**src/rtl/cic_dec_core_pkg.sv**
```systemverilog
// Shared CIC constants and helpers used by the decimator core, the shifter
// and the interpolator counterpart.
package cic_pkg;

    localparam int N                = 4;
    localparam int log2_of_max_rate = 7;
    localparam int maxbitgain       = N * log2_of_max_rate;
    localparam int max_rate         = 1 << log2_of_max_rate;

    // Full-precision datapath width for a given input sample width.
    function automatic int cic_width(input int bw);
        return bw + maxbitgain;
    endfunction

    // Clamp a programmed rate into the supported 1..max_rate range.
    function automatic logic [7:0] eff_rate(input logic [7:0] rate);
        if (rate == 8'd0)
            return 8'd1;
        else if (rate > 8'(max_rate))
            return 8'(max_rate);
        else
            return rate;
    endfunction

endpackage

```
**src/rtl/cic_dec_core_if.sv**
```systemverilog
// Sample-stream bus of the CIC decimator core: control, input strobe/sample
// and full-precision output strobe/sample.
interface cic_dec_core_if
    import cic_pkg::*;
#(
    parameter int bw = 16
);

    localparam int W = cic_width(bw);

    logic          enable;
    logic [7:0]    rate;
    logic          strobe_in;
    logic [bw-1:0] signal_in;
    logic          strobe_out;
    logic [W-1:0]  signal_out;

    modport master (
        output enable, rate, strobe_in, signal_in,
        input  strobe_out, signal_out
    );

    modport slave (
        input  enable, rate, strobe_in, signal_in,
        output strobe_out, signal_out
    );

endinterface

```
**src/rtl/cic_dec_core_comb_stage.sv**
```systemverilog
// One CIC comb (differentiator) stage running at the decimated rate.
// Wraps modulo 2**width; wrap introduced by the integrators cancels here.
module cic_comb_stage #(
    parameter int width = 44
) (
    input  logic             clock,
    input  logic             reset_n,
    input  logic             clear,
    input  logic             en,
    input  logic [width-1:0] x,
    output logic [width-1:0] y
);

    logic [width-1:0] dly;

    // Difference between the current and the previous decimated input.
    always_ff @(posedge clock or negedge reset_n) begin
        if (!reset_n) begin
            dly <= '0;
            y   <= '0;
        end else if (clear) begin
            dly <= '0;
            y   <= '0;
        end else if (en) begin
            y   <= x - dly;
            dly <= x;
        end
    end

endmodule

```
**src/rtl/cic_dec_core.sv**
```systemverilog
// Integrator/comb core of the receive CIC decimator: N integrators at the
// input strobe rate, runtime decimation by 1..128, N combs at the output
// rate. Output is full precision; bit growth is removed downstream.
module cic_dec_core
    import cic_pkg::*;
#(
    parameter int bw = 16
) (
    input  logic          clock,
    input  logic          reset_n,
    cic_dec_core_if.slave bus
);

    localparam int W = cic_width(bw);

    logic [W-1:0]        sig_ext;
    logic [N-1:0][W-1:0] integ;
    logic [7:0]          count;
    logic                strobe_dec;
    logic                strobe_dly;
    logic [W-1:0]        comb_chain [N+1];

    assign sig_ext = {{(W-bw){bus.signal_in[bw-1]}}, bus.signal_in};

    // Integrator cascade; each stage adds the previous stage's registered value.
    always_ff @(posedge clock or negedge reset_n) begin
        if (!reset_n) begin
            integ <= '0;
        end else if (!bus.enable) begin
            integ <= '0;
        end else if (bus.strobe_in) begin
            integ[0] <= integ[0] + sig_ext;
            for (int i = 1; i < N; i++)
                integ[i] <= integ[i] + integ[i-1];
        end
    end

    // Decimation counter; rate is only looked at on reload so a change
    // mid-period lets the current period finish at the old rate.
    always_ff @(posedge clock or negedge reset_n) begin
        if (!reset_n) begin
            count      <= '0;
            strobe_dec <= 1'b0;
        end else if (!bus.enable) begin
            count      <= '0;
            strobe_dec <= 1'b0;
        end else begin
            strobe_dec <= 1'b0;
            if (bus.strobe_in) begin
                if (count == 8'd0) begin
                    count      <= eff_rate(bus.rate) - 8'd1;
                    strobe_dec <= 1'b1;
                end else begin
                    count <= count - 8'd1;
                end
            end
        end
    end

    // Output strobe lines up with the cycle the last comb stage updates.
    always_ff @(posedge clock or negedge reset_n) begin
        if (!reset_n)
            strobe_dly <= 1'b0;
        else if (!bus.enable)
            strobe_dly <= 1'b0;
        else
            strobe_dly <= strobe_dec;
    end

    assign comb_chain[0] = integ[N-1];

    for (genvar i = 0; i < N; i++) begin : g_comb
        cic_comb_stage #(
            .width (W)
        ) u_stage (
            .clock   (clock),
            .reset_n (reset_n),
            .clear   (!bus.enable),
            .en      (strobe_dec),
            .x       (comb_chain[i]),
            .y       (comb_chain[i+1])
        );
    end

    assign bus.strobe_out = strobe_dly;
    assign bus.signal_out = comb_chain[N];

endmodule
```
**src/flat_wrapper.sv**
```systemverilog
// flat-port wrapper written by rule: the top's interface ports become plain ports
module cic_dec_core_flat import cic_pkg::*;
#(
    parameter int bw = 16
)
  (clock, reset_n, bus_enable, bus_rate, bus_strobe_in, bus_signal_in, bus_strobe_out, bus_signal_out);
  cic_dec_core_if #(.bw(bw)) bus_i ();
  input  logic clock;
  input  logic reset_n;
  input wire logic [$bits(bus_i.enable)-1:0] bus_enable;
  input wire logic [$bits(bus_i.rate)-1:0] bus_rate;
  input wire logic [$bits(bus_i.strobe_in)-1:0] bus_strobe_in;
  input wire logic [$bits(bus_i.signal_in)-1:0] bus_signal_in;
  output wire logic [$bits(bus_i.strobe_out)-1:0] bus_strobe_out;
  output wire logic [$bits(bus_i.signal_out)-1:0] bus_signal_out;
  assign bus_i.enable = bus_enable;
  assign bus_i.rate = bus_rate;
  assign bus_i.strobe_in = bus_strobe_in;
  assign bus_i.signal_in = bus_signal_in;
  assign bus_strobe_out = bus_i.strobe_out;
  assign bus_signal_out = bus_i.signal_out;
  cic_dec_core #(.bw(bw)) u_core (.clock(clock), .reset_n(reset_n), .bus(bus_i));
endmodule
```
**config.mk**
```make
export PLATFORM = sky130hd
export DESIGN_NAME = cic_dec_core_flat
export DESIGN_NICKNAME = d
export VERILOG_FILES = /design/src/rtl/cic_dec_core_pkg.sv /design/src/rtl/cic_dec_core_if.sv /design/src/rtl/cic_dec_core_comb_stage.sv /design/src/rtl/cic_dec_core.sv /design/src/flat_wrapper.sv
export SDC_FILE = /design/constraint.sdc
export NUM_CORES = 2
export LEC_CHECK = 0
export CORE_ASPECT_RATIO = 2
export CORE_MARGIN = 4
export CORE_UTILIZATION = 55
export CTS_BUF_LIST = sky130_fd_sc_hd__clkbuf_4
export CTS_CLUSTER_DIAMETER = 60
export DETAILED_ROUTE_END_ITERATION = 12
export PLACE_DENSITY = 0.82
export REMOVE_ABC_BUFFERS = 1
export SETUP_SLACK_MARGIN = 0.02
export SLEW_MARGIN = 20
export SYNTH_ARGS = -nofsm -noshare
export SYNTH_HDL_FRONTEND = slang
export SYNTH_HIERARCHICAL = 1
export SYNTH_SLANG_ARGS = --single-unit
```
**constraint.sdc**
```tcl
create_clock -name clock -period 8.6 [get_ports clock]
set_input_delay 0.86 -clock clock [delete_from_list [all_inputs] [get_ports clock]]
set_output_delay 0.86 -clock clock [all_outputs]
set_load 0.01 [all_outputs]
```
Word-level counts from Yosys, hierarchy flattened. Index checks and enable logic that the tools add are counted.

Add/sub/neg operators: 10. Magnitude comparators: 1. Equal/unequal tests: 2. Mux-type cells: 30. Reduce and logical (&&, ||, !) cells: 2.

Operators by type and width (count): 2-to-1 mux 44 bit (16); 2-to-1 mux 176 bit (2); adder 44 bit (4); subtractor 44 bit (4); 2-to-1 mux 8 bit (8); logical NOT 8 bit (2); subtractor 8 x 1 -> 8 bit, second input constant (2); > comparator 8 bit, second input constant (1); 2-to-1 mux 1 bit (4); != test 2 x 1 -> 1 bit, second input constant (2).

Register bits: 538. Input bits: 28. Output and inout bits: 45. Logic and storage cells: 60.

Depth between registers and ports, before layout.
Depth after elaboration: 10. Depth in mapped cells: 13. Gate-level depth less buffers: 13.

By module. Netlist, hierarchy kept.

Modules (own cells, without submodules): cic_comb_stage at u_core.g_comb[0].u_stage ... (times used 3, cells each 700, area each 6244.7 sq um, sequential area each 2202.1 sq um); cic_dec_core (times used 1, cells each 2069, area each 16936.2 sq um, sequential area each 4654.5 sq um); cic_comb_stage at u_core.g_comb[3].u_stage (times used 1, cells each 701, area each 6145.9 sq um, sequential area each 2202.1 sq um).

Least setup slack after synthesis. Ideal clock, no wire load.

Path kind: input to register. Start point: in bus_signal_in[0]. End point: reg u_core/integ[42] in the netlist's numbering. Library setup time: 0.146 ns. Arrival time: 3.085 ns. Data required time: 8.454 ns. Setup slack: 5.369 ns. Stages on the path: 12. Buffers on the path: 0. Path through: ha_1 > inv_1 > fa_1 > nor2b_1 > o2111ai_1 > a21oi_1 > o31ai_1 > o21bai_1 > o211ai_1 > a211oi_1 > mux2i_1 > o311ai_0.

Word-level cells in the longest chain between the ends: 3.

RTL lines: start: declaration (RTL line flat_wrapper.sv:13) `input wire logic [$bits(bus_i.signal_in)-1:0] bus_signal_in;`; adder 44 bit (RTL line cic_dec_core.sv:32) `integ[0] <= integ[0] + sig_ext;`; 2-to-1 mux 176 bit (RTL line cic_dec_core.sv:31) `end else if (bus.strobe_in) begin`; 2-to-1 mux 176 bit (RTL line cic_dec_core.sv:29) `end else if (!bus.enable) begin`; end signal: indexed assignment (RTL line cic_dec_core.sv:34) `integ[i] <= integ[i] + integ[i-1];`; end: declaration (RTL line cic_dec_core.sv:17) `logic [N-1:0][W-1:0] integ;`.

Every way passes these cells. The select of a mux whose other input is x is not followed. A chain may end at the register's enable or synchronous reset.

Worst setup path after layout.
Start point: reg u_core.g_comb[2].u_stage.y[0]. End point: reg u_core.g_comb[3].u_stage.y[40].

Word-level cells in the longest chain between the ends: 3.

RTL lines: start: declaration (RTL line cic_dec_core_comb_stage.sv:11) `output logic [width-1:0] y`; start signal: assignment (RTL line cic_dec_core_comb_stage.sv:25) `y <= x - dly;`; subtractor 44 bit (RTL line cic_dec_core_comb_stage.sv:25); 2-to-1 mux 44 bit (RTL line cic_dec_core_comb_stage.sv:24) `end else if (en) begin`; 2-to-1 mux 44 bit (RTL line cic_dec_core_comb_stage.sv:21) `end else if (clear) begin`; end signal: assignment (RTL line cic_dec_core_comb_stage.sv:25); end: declaration (RTL line cic_dec_core_comb_stage.sv:11).

Every way passes these cells. The select of a mux whose other input is x is not followed.

==> run_results.csv <==
group,metric,value,unit
sta,timing_worst_slew_pin_value,0.962,ns
floorplan,die_width,203,µm
critical_path,setup.reg_to_reg.worst_slack,4.78,ns
layout,post-route-util,59.6,%
route,total_length_of_routed_wires,107000,µm
global_routing,globalRouteOverflowTotal,0,
synth,yosys.cell_count.top_type,"nor2_1",
critical_path,setup.worst_path.end_class,"flip-flop",
critical_path,cp_max_fo,4,
sta,max_freq,0.262,GHz
cts,tritoncts,"done",
placement,gpl.final_weighted_congestion,0.980,
cts,tritoncts.num_buffers,131,
placement,place_area,43100,µm²
sta,post-route-min-period,3.82,ns
cts,ctsRootBufferMaster,"clkbuf_4",
critical_path,start_kind,"flip-flop",
layout,area_growth,7.08,%
critical_path,critical_path_at,4.64,ns
critical_path,cp_slowest_stage_delay,0.68,ns
worst_hold_path,hp-class,"input pin to flip-flop",
floorplan,pin_count,73,
layout,final_net_count,5263,
cts,cts-hold-fix-buffers,1,
cts,postCtsSetupRepairBufs,0,
placement,numPlacedInstances,5756,
synth,synth.cell_area,41800,µm²
sta,final_hold_viol_count,0,
critical_path,worst_path_dominant_cell_family,"compound AO/OA/AOI/OAI gates",
critical_path,critPathKind,"flip-flop to flip-flop",
placement,buffers_added_on_ports,72,
sta,worst_clock_skew,0.0509,ns
sta,finalHoldWorstSlack,0.457,ns
route,detailedRoute.firstIterationViolations,1793,
synth,synth.lib_cells_used.distinct,108,
synth,commonest_cells_in_the_netlist,"601 x nor2_1, 538 x dfrtp_1, 397 x a21oi_1",
synth,syn_area_per_cell,8.59,µm²
layout,layout-drive-gt1-share,7.01,%
cts,maximum_count_of_clock_buffers_along_a_single_path,3,
floorplan,row_count,142,
synth,synth_edf_count,0,
layout,fin_cells,5992,
layout,finish.instance_area,44800,µm²
layout,fillers,6789,
cts,cts_htree_levels,4,
synth,yosys.area.top_type,"dfrtp_1",
synth,synth-main-ff-cell,"dfrtp_1",
route,drc,0,
critical_path,cp_cell_sequence,"inv_1, ha_1, inv_1, fa_1, a211o_1, o211ai_1, a2bb2oi_1, a22oi_1, a211oi_1, nor2_1, nor4_1, o211ai_1, o311ai_1",
floorplan,core_area,75200,µm²
floorplan,die_y,398,µm
cts,cts_resized,0,
pwr,vdd_ir_drop_max,0.000125,V
global_routing,grt_pass1_vias,37101,
cts,clk_pin_slew_worst_paths,0.07,ns
synth,synth_register_bits,538,
synth,yosys-top-cells-area,"dfrtp_1 32%, ha_1 10%, mux2i_1 8.0%",
route,first_pass_iters,7,
critical_path,worst_ep_required_time,9.42,ns
global_routing,antenna_found_initial,2,
sta,least_setup_slack_across_all_paths_after_layout,4.78,ns
sta,max_slew_margin,35.3,%
pwr,p_leak,21.3,nW
pwr,power.density,252,nW/µm²
floorplan,floorplan.initialDensity,55.6,%
floorplan,fp.dieArea,80800,µm²
sta,post-route-period-util,44.4,%
critical_path,cp.buffers_inverters,2,
sta,timing.final.setup_violations,0,
route,route.antenna.remaining_nets,0,
route,vias_per_cell,6.04,
global_routing,grt_pass1_wl,174000,µm
sta,timing.final.max_slew_violations,0,
pwr,finalPower,11.3,mW
route,route.vias.total,36189,
cts,cts_sinks,538,
route,wl_per_cell,17.8,µm
synth,postSynth.asyncResetShare,100,%
run_status,status,"finished clean",
synth,yosys.area.top_type_share,32.2,%
synth,synth_cells,4870,
placement,dpl_worst_slack,4.08,ns
run,timing.max_cap.violations,0,
cts,clkLatencyLatePin,0.96,ns
synth,synth-seq-area-share,32.2,%
global_routing,grt_overall_usage,25.9,%
global_routing,largest_net_degree_at_the_start_of_global_routing,146,
sta,setup_repair_after_global_routing_missed_its_margin,"no",
sta,tns,0,ns
synth,yosysWarningCount,6,
placement,place_hpwl,79800,µm
critical_path,crit_slowest_cell,"nor4_1",
==> state kept, by name, indices dropped and copies added (netlist names) <==
name                       cells
u_core/bus.strobe_out          1
u_core/comb_chain             44
u_core/count                   8
u_core/g_comb.u_stage/dly    176
u_core/g_comb.u_stage/y      176
u_core/integ                 132
u_core/strobe_dec              1
==> power by group <==
group	switching, mW	internal (mW)
Sequential	0.228	2.77
Combinational	3.67	2.49
Clock	1.05	1.07
==> worst paths after layout <==
kind | startpoint | endpoint | depth (start not counted)
worst max register to register | u_core/g_comb[2].u_stage/y[0]$_DFFE_PN0P_ | u_core/g_comb[3].u_stage/y[40]$_DFFE_PN0P_ | 13
worst max-delay path | u_core/g_comb[2].u_stage/y[0]$_DFFE_PN0P_ | u_core/g_comb[3].u_stage/y[40]$_DFFE_PN0P_ | 13
worst min register to register | u_core/g_comb[3].u_stage/y[33]$_DFFE_PN0P_ | u_core/g_comb[3].u_stage/y[33]$_DFFE_PN0P_ | 2
worst min-delay path | bus_strobe_in | u_core/integ[45]$_DFFE_PN0P_ | 3
min in group asynchronous | reset_n | u_core/count[2]$_DFFE_PN0P_ | 2
max in group asynchronous | reset_n | u_core/g_comb[3].u_stage/dly[40]$_DFFE_PN0P_ | 3
==> cell families (layout without fill, tap and decap cells) <==
| logic type | after synthesis | in the layout | synth area share [%] |
|---|---|---|---|
| xor+xnor | 260 | 260 | 5.45 |
| fa+ha+maj | 353 | 353 | 10.7 |
| other cells | 0 | 2 | 0 |
| buf+inv | 511 | 623 | 4.94 |
| simple gates | 1484 | 1484 | 16.4 |
| mux | 335 | 335 | 8.02 |
| compound gates | 1389 | 1389 | 22.3 |
| flops | 538 | 538 | 32.2 |
==> layout make-up <==
| class | instances | area, µm² | share of cell area (%) |
|---|---|---|---|
| diodes | 2 | 5.00 | 0.0112 |
| clock buffers | 174 | 1310 | 2.92 |
| clock inverters | 59 | 352 | 0.785 |
| inverters | 280 | 1060 | 2.36 |
| multi-input cells | 3821 | 26300 | 58.7 |
| flip-flops and latches | 538 | 13500 | 30.1 |
| well taps | 1008 | 1260 | 2.82 |
| repair buffers | 110 | 1030 | 2.29 |
==> worst min-delay path, cell delays in order <==
cell,delay (ns)
buf_6,0.26
nor2_1,0.16
a211oi_1,0.06
==> cells in the final DEF, fill, tap and decap left out, types with 46 or more instances in the layout <==
master           netlist  final
nor2_1               601    600
dfrtp_1              538    537
a21oi_1              397    397
nand2_1              367    366
ha_1                 345    345
mux2i_1              335    335
inv_1                279    278
o21ai_0              239    239
clkbuf_4               0    174
a21o_1               168    168
xnor2_1              153    153
xor2_1               107    107
nand3_1               98     98
nand4_1               85     85
a211oi_1              72     72
clkdlybuf4s50_1        0     70
o21bai_1              70     70
nor3_1                69     69
o21a_1                46     46
==> layer usage <==
metal / up-vias / global-route usage (%) / routed length (µm)
li1: 17639 / - / -
met1: 17172 / 24.4 / 37500
met2: 919 / 50.9 / 58300
met3: 459 / 3.05 / 3220
met4: 0 / 18.2 / 7790
met5: - / 0 / 0
Power figures use the tool's default switching activity.
